File: config.mk
export PLATFORM = sky130hd
export DESIGN_NAME = l2_port_arbiter
export DESIGN_NICKNAME = d
export VERILOG_FILES = /design/src/rtl/l2_port_arbiter.sv
export SDC_FILE = /design/constraint.sdc
export NUM_CORES = 1
export LEC_CHECK = 0
export ABC_AREA = 0
export ABC_CLOCK_PERIOD_IN_PS = 1740
export CAP_MARGIN = 15
export CORE_AREA = 4 4 295 297
export CTS_BUF_LIST = sky130_fd_sc_hd__clkbuf_8
export CTS_CLUSTER_DIAMETER = 50
export DETAILED_ROUTE_END_ITERATION = 6
export DIE_AREA = 0 0 299 301
export HOLD_SLACK_MARGIN = 0.03
export PLACE_DENSITY = 0.3
export SLEW_MARGIN = 20
export SYNTH_ARGS = -nofsm -noshare
export SYNTH_HDL_FRONTEND = slang
export SYNTH_SLANG_ARGS = --single-unit
File: constraint.sdc
create_clock -name clk -period 1.74 [get_ports clk]
set_clock_uncertainty 0.1 [all_clocks]
set_input_delay 0.174 -clock clk [delete_from_list [all_inputs] [get_ports clk]]
set_output_delay 0.174 -clock clk [all_outputs]
set_load 0.005 [all_outputs]
File: src/rtl/l2_port_arbiter.sv
// Round-robin arbiter sharing the unified L2 request port between two L1 cache FSMs.
// Optional watchdog enabled by defining ARB_TIMEOUT_EN.
module l2_port_arbiter #(
    parameter int ADDRESS_WIDTH  = 32,
    parameter int LINE_WIDTH     = 128,
    parameter int TIMEOUT_CYCLES = 255
) (
    input  logic                     clk,
    input  logic                     reset,
    input  logic [ADDRESS_WIDTH-1:0] l1a_address,
    input  logic [ADDRESS_WIDTH-1:0] l1b_address,
    input  logic                     l1a_read_req,
    input  logic                     l1b_read_req,
    input  logic                     l1a_write_req,
    input  logic                     l1b_write_req,
    input  logic                     l1a_write_back_req,
    input  logic                     l1b_write_back_req,
    input  logic [LINE_WIDTH-1:0]    l1a_write_back_data,
    input  logic [LINE_WIDTH-1:0]    l1b_write_back_data,
    output logic [ADDRESS_WIDTH-1:0] l2_address,
    output logic                     l2_read_req,
    output logic                     l2_write_req,
    output logic                     l2_write_back_req,
    output logic [LINE_WIDTH-1:0]    l2_write_back_data,
    input  logic                     L2_ready,
    input  logic                     write_to_L2_verified,
    input  logic                     write_back_to_L2_verified,
    input  logic [LINE_WIDTH-1:0]    l2_read_data,
    output logic                     l1a_L2_ready,
    output logic                     l1b_L2_ready,
    output logic                     l1a_write_verified,
    output logic                     l1b_write_verified,
    output logic                     l1a_write_back_verified,
    output logic                     l1b_write_back_verified,
    output logic [LINE_WIDTH-1:0]    l1_read_data,
    output logic                     grant_id,
    output logic                     arb_busy,
    output logic                     timeout_error
);

    typedef enum logic [1:0] {IDLE = 2'd0, GRANT = 2'd1, RELEASE = 2'd2} state_t;
    typedef enum logic [1:0] {REQ_NONE, REQ_READ, REQ_WRITE, REQ_WB} req_t;

    state_t state_q, state_d;
    req_t   type_q, type_d;
    logic   rr_q, rr_d, grant_q, grant_d;
    logic   a_active, b_active, idle_pick;
    logic   sel_rd, sel_wr, sel_wb, held, strobe;
    logic   in_grant, done, timeout_hit;

    function automatic req_t pick_type(input logic rd, input logic wr, input logic wb);
        if (wb)      return REQ_WB;
        else if (wr) return REQ_WRITE;
        else if (rd) return REQ_READ;
        else         return REQ_NONE;
    endfunction

    assign a_active  = l1a_read_req | l1a_write_req | l1a_write_back_req;
    assign b_active  = l1b_read_req | l1b_write_req | l1b_write_back_req;
    assign idle_pick = (a_active && b_active) ? rr_q : b_active;

    // Reset gates the port so an aborted transaction routes nothing in the reset cycle.
    assign in_grant = (state_q == GRANT) && !reset;

    always_comb begin
        // NOTE: every combinational output gets a default first so no path infers a latch.
        sel_rd = grant_q ? l1b_read_req       : l1a_read_req;
        sel_wr = grant_q ? l1b_write_req      : l1a_write_req;
        sel_wb = grant_q ? l1b_write_back_req : l1a_write_back_req;
        held   = 1'b0;
        strobe = 1'b0;
        case (type_q)
            REQ_READ:  begin held = sel_rd; strobe = L2_ready;                  end
            REQ_WRITE: begin held = sel_wr; strobe = write_to_L2_verified;      end
            REQ_WB:    begin held = sel_wb; strobe = write_back_to_L2_verified; end
            default:   ;
        endcase
    end

    assign done = in_grant && strobe;

`ifdef ARB_TIMEOUT_EN
    localparam int CNT_W = ($clog2(TIMEOUT_CYCLES + 1) > 8) ? $clog2(TIMEOUT_CYCLES + 1) : 8;
    logic [CNT_W-1:0] cnt_q;
    logic             timeout_q;

    // Counter holds the number of GRANT cycles already elapsed; the Nth cycle trips it.
    assign timeout_hit   = in_grant && !strobe && (cnt_q == CNT_W'(TIMEOUT_CYCLES - 1));
    assign timeout_error = timeout_q;

    always_ff @(posedge clk) begin
        if (reset) begin
            cnt_q     <= '0;
            timeout_q <= 1'b0;
        end else begin
            cnt_q <= (state_q == GRANT) ? cnt_q + 1'b1 : '0;
            if (timeout_hit)
                timeout_q <= 1'b1;
        end
    end
`else
    assign timeout_hit   = 1'b0;
    assign timeout_error = 1'b0;
`endif

    always_comb begin
        state_d = state_q;
        rr_d    = rr_q;
        grant_d = grant_q;
        type_d  = type_q;
        case (state_q)
            IDLE: begin
                if (a_active || b_active) begin
                    grant_d = idle_pick;
                    type_d  = idle_pick ? pick_type(l1b_read_req, l1b_write_req, l1b_write_back_req)
                                        : pick_type(l1a_read_req, l1a_write_req, l1a_write_back_req);
                    state_d = GRANT;
                end
            end
            GRANT: begin
                if (done || timeout_hit) begin
                    state_d = RELEASE;
                    rr_d    = ~grant_q;
                end else if (!held) begin
                    state_d = RELEASE;
                end
            end
            default: state_d = IDLE;
        endcase
    end

    always_ff @(posedge clk) begin
        // NOTE: sequential state uses non-blocking assignments so all registers update together.
        if (reset) begin
            state_q <= IDLE;
            rr_q    <= 1'b0;
            grant_q <= 1'b0;
            type_q  <= REQ_NONE;
        end else begin
            state_q <= state_d;
            rr_q    <= rr_d;
            grant_q <= grant_d;
            type_q  <= type_d;
        end
    end

    assign l2_read_req        = in_grant && (type_q == REQ_READ)  && sel_rd;
    assign l2_write_req       = in_grant && (type_q == REQ_WRITE) && sel_wr;
    assign l2_write_back_req  = in_grant && (type_q == REQ_WB)    && sel_wb;
    assign l2_address         = in_grant ? (grant_q ? l1b_address : l1a_address) : '0;
    assign l2_write_back_data = in_grant ? (grant_q ? l1b_write_back_data : l1a_write_back_data) : '0;

    assign l1a_L2_ready            = done && !grant_q && (type_q == REQ_READ);
    assign l1b_L2_ready            = done &&  grant_q && (type_q == REQ_READ);
    assign l1a_write_verified      = done && !grant_q && (type_q == REQ_WRITE);
    assign l1b_write_verified      = done &&  grant_q && (type_q == REQ_WRITE);
    assign l1a_write_back_verified = done && !grant_q && (type_q == REQ_WB);
    assign l1b_write_back_verified = done &&  grant_q && (type_q == REQ_WB);

    assign l1_read_data = l2_read_data;
    assign grant_id     = grant_q;
    assign arb_busy     = in_grant;

endmodule

==> results.tsv, run 1 <==
metric	value	unit
Int Pwr	3.17	mW
drt via density	2.73	
largest net degree at the start of global routing	23	
worst hold path startpoint	l2_read_data[1]	
die height	301	um
routability cong.	0.819	
most used cell, CP	buf_6	
final net count	1586	
R2R setup slack	-80	ps
crit end category	output pin	
Net Sw Frac	39.6	%
yosys warns	0	
RSZ-0062 raised after global routing	true	
CTS root buffer	clkbuf_8	
CP max stage delay	400	ps
I/O Buffers	501	
fin worst setup slack	-454	ps
Fillers	9552	
fin crit period	2190	ps
Total Routing Usage GR	9.25	%
share of post-route cells with drive strength above 1	59.4	%
Min-Delay Path Depth	0	
Avg WL per Cell	19.9	um
number of distinct library cells after synthesis	29	
Placement Cell Area	10400	um^2
Worst EP required	1470	ps
most common cell after layout, fill and taps aside	clkdlybuf4s50_1	
syn avg cell area	6.97	um^2
Final Hold Vio Count	0	
Worst Hold End	l1_read_data[1]	
WL final	45.3	mm
Reg area	125	um^2
Max-Cap Viols	0	
Design Power	5.24	mW
final worst path period share	126	%
crit-path leading delay family	simple AND/OR/NAND/NOR gates	
Area Overhead vs Synth	267	%
reg2reg start	state_q[0]	
Pwr Density	375	nW/um^2
syn_nets	1006	
Worst-path clk slew	40	ps
DRT Pass-1 Iters	4	
vias in the first global route	6834	
crit path max fanout	4	
# clock sinks	6	
clock tree buffer depth	2	
Leak	5.03	nW
total grt overflow	0	
Gate power share	92.5	%
die width	299	um
maximum vdd drop	0.145	mV
Final ANT Viol Nets	0	
CTS Buf Count	3	
critical path arrival	1920	ps
critical-path cell list	or3b_4, buf_12, a211oi_4, buf_6, and2_4, buf_6, and3b_1, buf_6	
post-DP HPWL	35.5	mm
CP Launch Type	register	
crit path kind	register to output pin	
failing checks	negative setup slack	
setup_tns	-48390	ps
Final setup viols	169	
Post-Syn Instances	547	
Buf/Inv on CP	4	
sequential area share after synthesis	3.15	%
Via Count	6201	
Initial Utilization	4.50	%
Worst setup startpoint	state_q[0]	
core area	84600	um^2
hold buffers post-CTS	0	
area occupied by multi-input gates	4440	um^2
clk_lat worst skew	230	ps
CTS tree	yes	
Reg2Reg Depth	10	
most frequent cells in the layout	clkdlybuf4s50_1 (330), buf_6 (143), nor2_4 (129), buf_2 (88), buf_4 (78)	
register bit count reported by yosys	6	
die area	90000	um^2
CTS H-tree depth	1	
reg2reg end	state_q[0]	
Clk pwr share	4.1	%
sequential share of power	3.4	%
Initial DRC Count	130	
Setup Slack @ Placement	-759	ps
Sw Pwr	2.07	mW
antenna violations before repair	4	
# IOs	759	
status	finished, violations left	
# DRC	0	
Cell Area, Synth	3810	um^2
CP max-delay cell	or3b_4	
max-slew violation count	0	
post-layout instance area	14000	um^2
fmax	0.456	GHz
FP Rows	107	
Tightest Hold Check Type	input port to output pin	
first-pass GRT wire length	57.5	mm
-- flip-flops by register name, summed over array words and instances, names as in the netlist --
| signal | cells |
|---|---|
| type_q | 2 |
| state_q | 2 |
| grant_id | 1 |
| rr_q | 1 |
-- cell usage after synthesis --
master / n / share of area, %
nor2_1: 168 / 17
a21boi_0: 1 / 0.20
and3b_1: 2 / 0.46
a211o_1: 1 / 0.23
nand3b_1: 3 / 0.59
dfxtp_1: 6 / 3.2
a211oi_4: 1 / 0.53
nor3b_1: 2 / 0.39
o221ai_1: 1 / 0.23
nand2_1: 6 / 0.59
a21oi_1: 4 / 0.53
nor3_1: 2 / 0.26
buf_4: 130 / 26
mux2i_1: 162 / 43
and2_1: 1 / 0.16
o311ai_0: 1 / 0.23
nand3_1: 1 / 0.13
o211ai_1: 2 / 0.39
clkbuf_1: 15 / 1.5
o2bb2ai_1: 1 / 0.23
buf_1: 1 / 0.098
or3_1: 1 / 0.16
mux2_2: 3 / 0.89
a31oi_1: 2 / 0.33
inv_1: 2 / 0.20
nor2b_1: 3 / 0.49
conb_1: 1 / 0.098
or3b_1: 1 / 0.23
buf_2: 23 / 3.0
-- worst max path at each step --
stage	to	cells after the start
after floorplan	l1b_L2_ready	5
after global placement	l2_write_back_data[49]	6
after detailed placement	l2_write_back_data[64]	6
after CTS	l1a_write_back_verified	8
after global routing	l1b_L2_ready	8
final	l1a_L2_ready	8
-- power by group through the flow --
stage / sequential, mW / combinational [mW] / clock (mW)
floorplan: 0.171 / 1.04 / 0
global placement: 0.181 / 3.07 / 0
detailed placement: 0.180 / 3.06 / 0
CTS: 0.181 / 4.52 / 0.222
global route: 0.184 / 5.16 / 0.232
finish: 0.180 / 4.85 / 0.214
-- stage by stage --
| stage | cells | hold WS (ps) | util [%] |
|---|---|---|---|
| 2_1_floorplan | 547 | 143 | - |
| 3_3_place_gp | 2149 | 248 | 12.2 |
| 3_5_place_dp | 2149 | 248 | 12.2 |
| 4_1_cts | 2260 | 248 | 15.4 |
| 5_1_grt | 2272 | 248 | 16.5 |
| 6_report | 2272 | 248 | 16.5 |
-- cell type report --
class,count,area share [%]
repair buffers,744,56.7
multi-input cells,370,31.7
well taps,1144,10.2
flip-flops and latches,6,0.894
clock buffers,3,0.295
inverters,2,0.0894
diodes,2,0.0357
clock inverters,1,0.0268
-- kinds of logic (layout without fill, tap and decap cells) --
| kind of cell | Yosys count | count (layout) | share of synthesized area [%] |
|---|---|---|---|
| and+or+nand+nor | 190 | 190 | 20.0 |
| buffers and inverters | 171 | 750 | 30.4 |
| AOI/OAI and AO/OA | 14 | 14 | 2.89 |
| muxes | 165 | 165 | 43.4 |
| other | 1 | 3 | 0.0984 |
| DFF | 6 | 6 | 3.15 |
-- layer usage --
metal	global-route usage, %	vias to the layer above	part of all wire (%)
li1	-	2852	-
met1	9.83	2830	36
met2	16.7	441	50
met3	3.72	74	10
met4	2.98	4	3.4
met5	0	-	0.060
-- repair_timing --
| action | 4_1_cts | 5_1_grt |
|---|---|---|
| buffers inserted | 109 | 45 |
| gates resized for setup | 945 | 316 |
| gates cloned | 14 | 5 |
| pin swaps | 78 | 74 |
| setup endpoints to repair | 173 | 173 |
No activity file was read; power rests on OpenSTA's default activity.
==> run 2, diff against run 1 <==
--- a/config.mk
+++ b/config.mk
@@ -15,7 +15,6 @@
 export DIE_AREA = 0 0 299 301
 export HOLD_SLACK_MARGIN = 0.03
 export PLACE_DENSITY = 0.3
-export SLEW_MARGIN = 20
 export SYNTH_ARGS = -nofsm -noshare
 export SYNTH_HDL_FRONTEND = slang
 export SYNTH_SLANG_ARGS = --single-unit
==> results of run 2 <==
The final DEF is identical to that of run 1; final timing and power are the same.
==> run 3, diff against run 2 <==
--- a/config.mk
+++ b/config.mk
@@ -15,6 +15,7 @@
 export DIE_AREA = 0 0 299 301
 export HOLD_SLACK_MARGIN = 0.03
 export PLACE_DENSITY = 0.3
+export SKIP_LAST_GASP = 1
 export SYNTH_ARGS = -nofsm -noshare
 export SYNTH_HDL_FRONTEND = slang
 export SYNTH_SLANG_ARGS = --single-unit
==> run 3 against run 2 <==
Compared with the run above: the flow still finishes with violations (negative setup slack); flip-flop and latch count did not move; first-iteration DRC count rose by 13%; clock power about the same; count of clock-buffer cells in the layout unchanged; sequential power about the same; via count is 0.77% lower; register-to-register slack worse by 70 ps; cell count down 0.31%; design area shrank 3.8%; die area unchanged; global-route usage barely moved; critical path type unchanged; largest cell class unchanged; largest power group unchanged.
==> results.tsv, run 3 (synthesis gave the netlist of run 1 again) <==
metric	value	unit	change
crit end category	output pin		
I/O Buffers	501		unchanged
share of post-route cells with drive strength above 1	55.8	%	-3.6 points
max-slew violation count	0		unchanged
Gate power share	92.1	%	-0.4 points
critical path arrival	1960	ps	+40 ps
Fillers	9607		+0.58%
Leak	4.91	nW	-2.4%
status	finished, violations left		
clk_lat worst skew	230	ps	about the same
post-DP HPWL	35.5	mm	unchanged
Net Sw Frac	39.0	%	-0.57 points
final worst path period share	128	%	+2.1 points
# DRC	0		unchanged
drt via density	2.72		-0.47%
Initial Utilization	4.50	%	unchanged
failing checks	negative setup slack		
Area Overhead vs Synth	253	%	
CP Launch Type	register		
crit path kind	register to output pin		
Worst-path clk slew	40	ps	about the same
hold slack	248	ps	unchanged
die area	90000	um^2	unchanged
# IOs	759		unchanged
fin worst setup slack	-491	ps	-36.8 ps
antenna violations before repair	5		+1
R2R setup slack	-150	ps	-70 ps
RSZ-0062 raised after global routing	true		
area occupied by multi-input gates	4150	um^2	-6.6%
reg2reg start	state_q[0]		
clock tree buffer depth	2		unchanged
Final ANT Viol Nets	0		unchanged
Initial DRC Count	147		+13%
fin crit period	2230	ps	+36.8 ps
die height	301	um	unchanged
Worst Hold End	l1_read_data[1]		
vias in the first global route	6841		+0.10%
fmax	0.448	GHz	-1.7%
worst hold path startpoint	l2_read_data[1]		
Total Routing Usage GR	9.23	%	-0.012 points
most frequent cells in the layout	clkdlybuf4s50_1 (336), buf_4 (106), buf_6 (103), nor2_4 (96), mux2i_1 (83)		
maximum vdd drop	0.140	mV	-3.6%
CTS H-tree depth	1		unchanged
crit path max fanout	5		+1
reg2reg end	state_q[0]		
Sw Pwr	1.94	mW	-6.3%
die width	299	um	unchanged
Worst EP required	1470	ps	about the same
# clock sinks	6		unchanged
CTS root buffer	clkbuf_8		
DRT Pass-1 Iters	4		unchanged
Via Count	6153		-0.77%
first-pass GRT wire length	57.4	mm	-0.17%
Setup Slack @ Placement	-759	ps	unchanged
Int Pwr	3.04	mW	-4.0%
largest net degree at the start of global routing	23		unchanged
CTS tree	yes		
Max-Cap Viols	0		unchanged
Reg area	125	um^2	unchanged
Min-Delay Path Depth	0		unchanged
Worst setup startpoint	state_q[0]		
routability cong.	0.819		unchanged
FP Rows	107		unchanged
Clk pwr share	4.3	%	+0.2 points
Tightest Hold Check Type	input port to output pin		
total grt overflow	0		unchanged
CTS Buf Count	3		unchanged
Avg WL per Cell	19.6	um	-1.7%
most common cell after layout, fill and taps aside	clkdlybuf4s50_1		
Reg2Reg Depth	10		unchanged
Pwr Density	370	nW/um^2	-1.2%
top flop regs	state_q (2), type_q (2)		
WL final	44.4	mm	-2.0%
core area	84600	um^2	unchanged
Final Hold Vio Count	0		unchanged
final net count	1578		-0.50%
Final setup viols	172		+1.8%
sequential share of power	3.6	%	+0.2 points
## run 3: layout make-up
type,count,area share [%]
clock buffers,3,0.307
diodes,3,0.0557
clock inverters,1,0.0279
inverters,2,0.0929
flip-flops and latches,6,0.929
well taps,1144,10.6
multi-input cells,370,30.8
repair buffers,736,57.2
## run 3: worst max path at each step
stage                                         end  slack, ps  depth (start not counted)
after floorplan                      l1b_L2_ready        120                          5
after global placement     l2_write_back_data[49]       -780                          6
after detailed placement   l2_write_back_data[64]       -760                          6
after CTS                 l1a_write_back_verified       -600                          8
after global routing                 l1b_L2_ready       -570                          8
final                     l2_write_back_data[112]       -490                          9
## run 3: power by group through the flow
stage          Sequential, mW  Combinational, mW  Clock (mW)
3_5_place_dp            0.180               3.06           0
3_3_place_gp            0.181               3.07           0
4_1_cts                 0.181               4.46       0.222
6_report                0.180               4.59       0.215
2_1_floorplan           0.171               1.04           0
5_1_grt                 0.184               4.90       0.232
## run 3: timing repair
action,in CTS,in global routing
buffers inserted,109,39
hold buffers,0,0
pin swaps,77,46
endpoints found under the setup margin,173,173
gates cloned,14,0
gates resized for setup,852,235
## run 3: metrics by stage
stage	TNS [ps]	total power, mW	util, %	area (um^2)	std cells
6_report	-56020	4.99	15.9	13500	2265
5_1_grt	-68530	5.31	15.9	13500	2265
4_1_cts	-61500	4.86	15.3	12900	2260
3_5_place_dp	-100120	3.24	12.2	10400	2149
3_3_place_gp	-100960	3.25	12.2	10400	2149
2_1_floorplan	0	1.21	-	3810	547
## run 3: worst max-delay path, cell delays in order, from the launching register on
cell     delay (ps)
dfxtp_2         310
or3b_4          390
buf_4           160
buf_12          140
buf_12          130
buf_8           130
buf_8           130
buf_12          120
nor2_1           70
buf_2           120
## run 3: routing by layer
| layer | wire length (um) | global-route usage [%] | vias up |
|---|---|---|---|
| li1 | - | - | 2836 |
| met5 | 27 | 0 | - |
| met2 | 22100 | 16.6 | 441 |
| met1 | 16200 | 9.82 | 2800 |
| met3 | 4660 | 3.71 | 72 |
| met4 | 1440 | 3.17 | 4 |
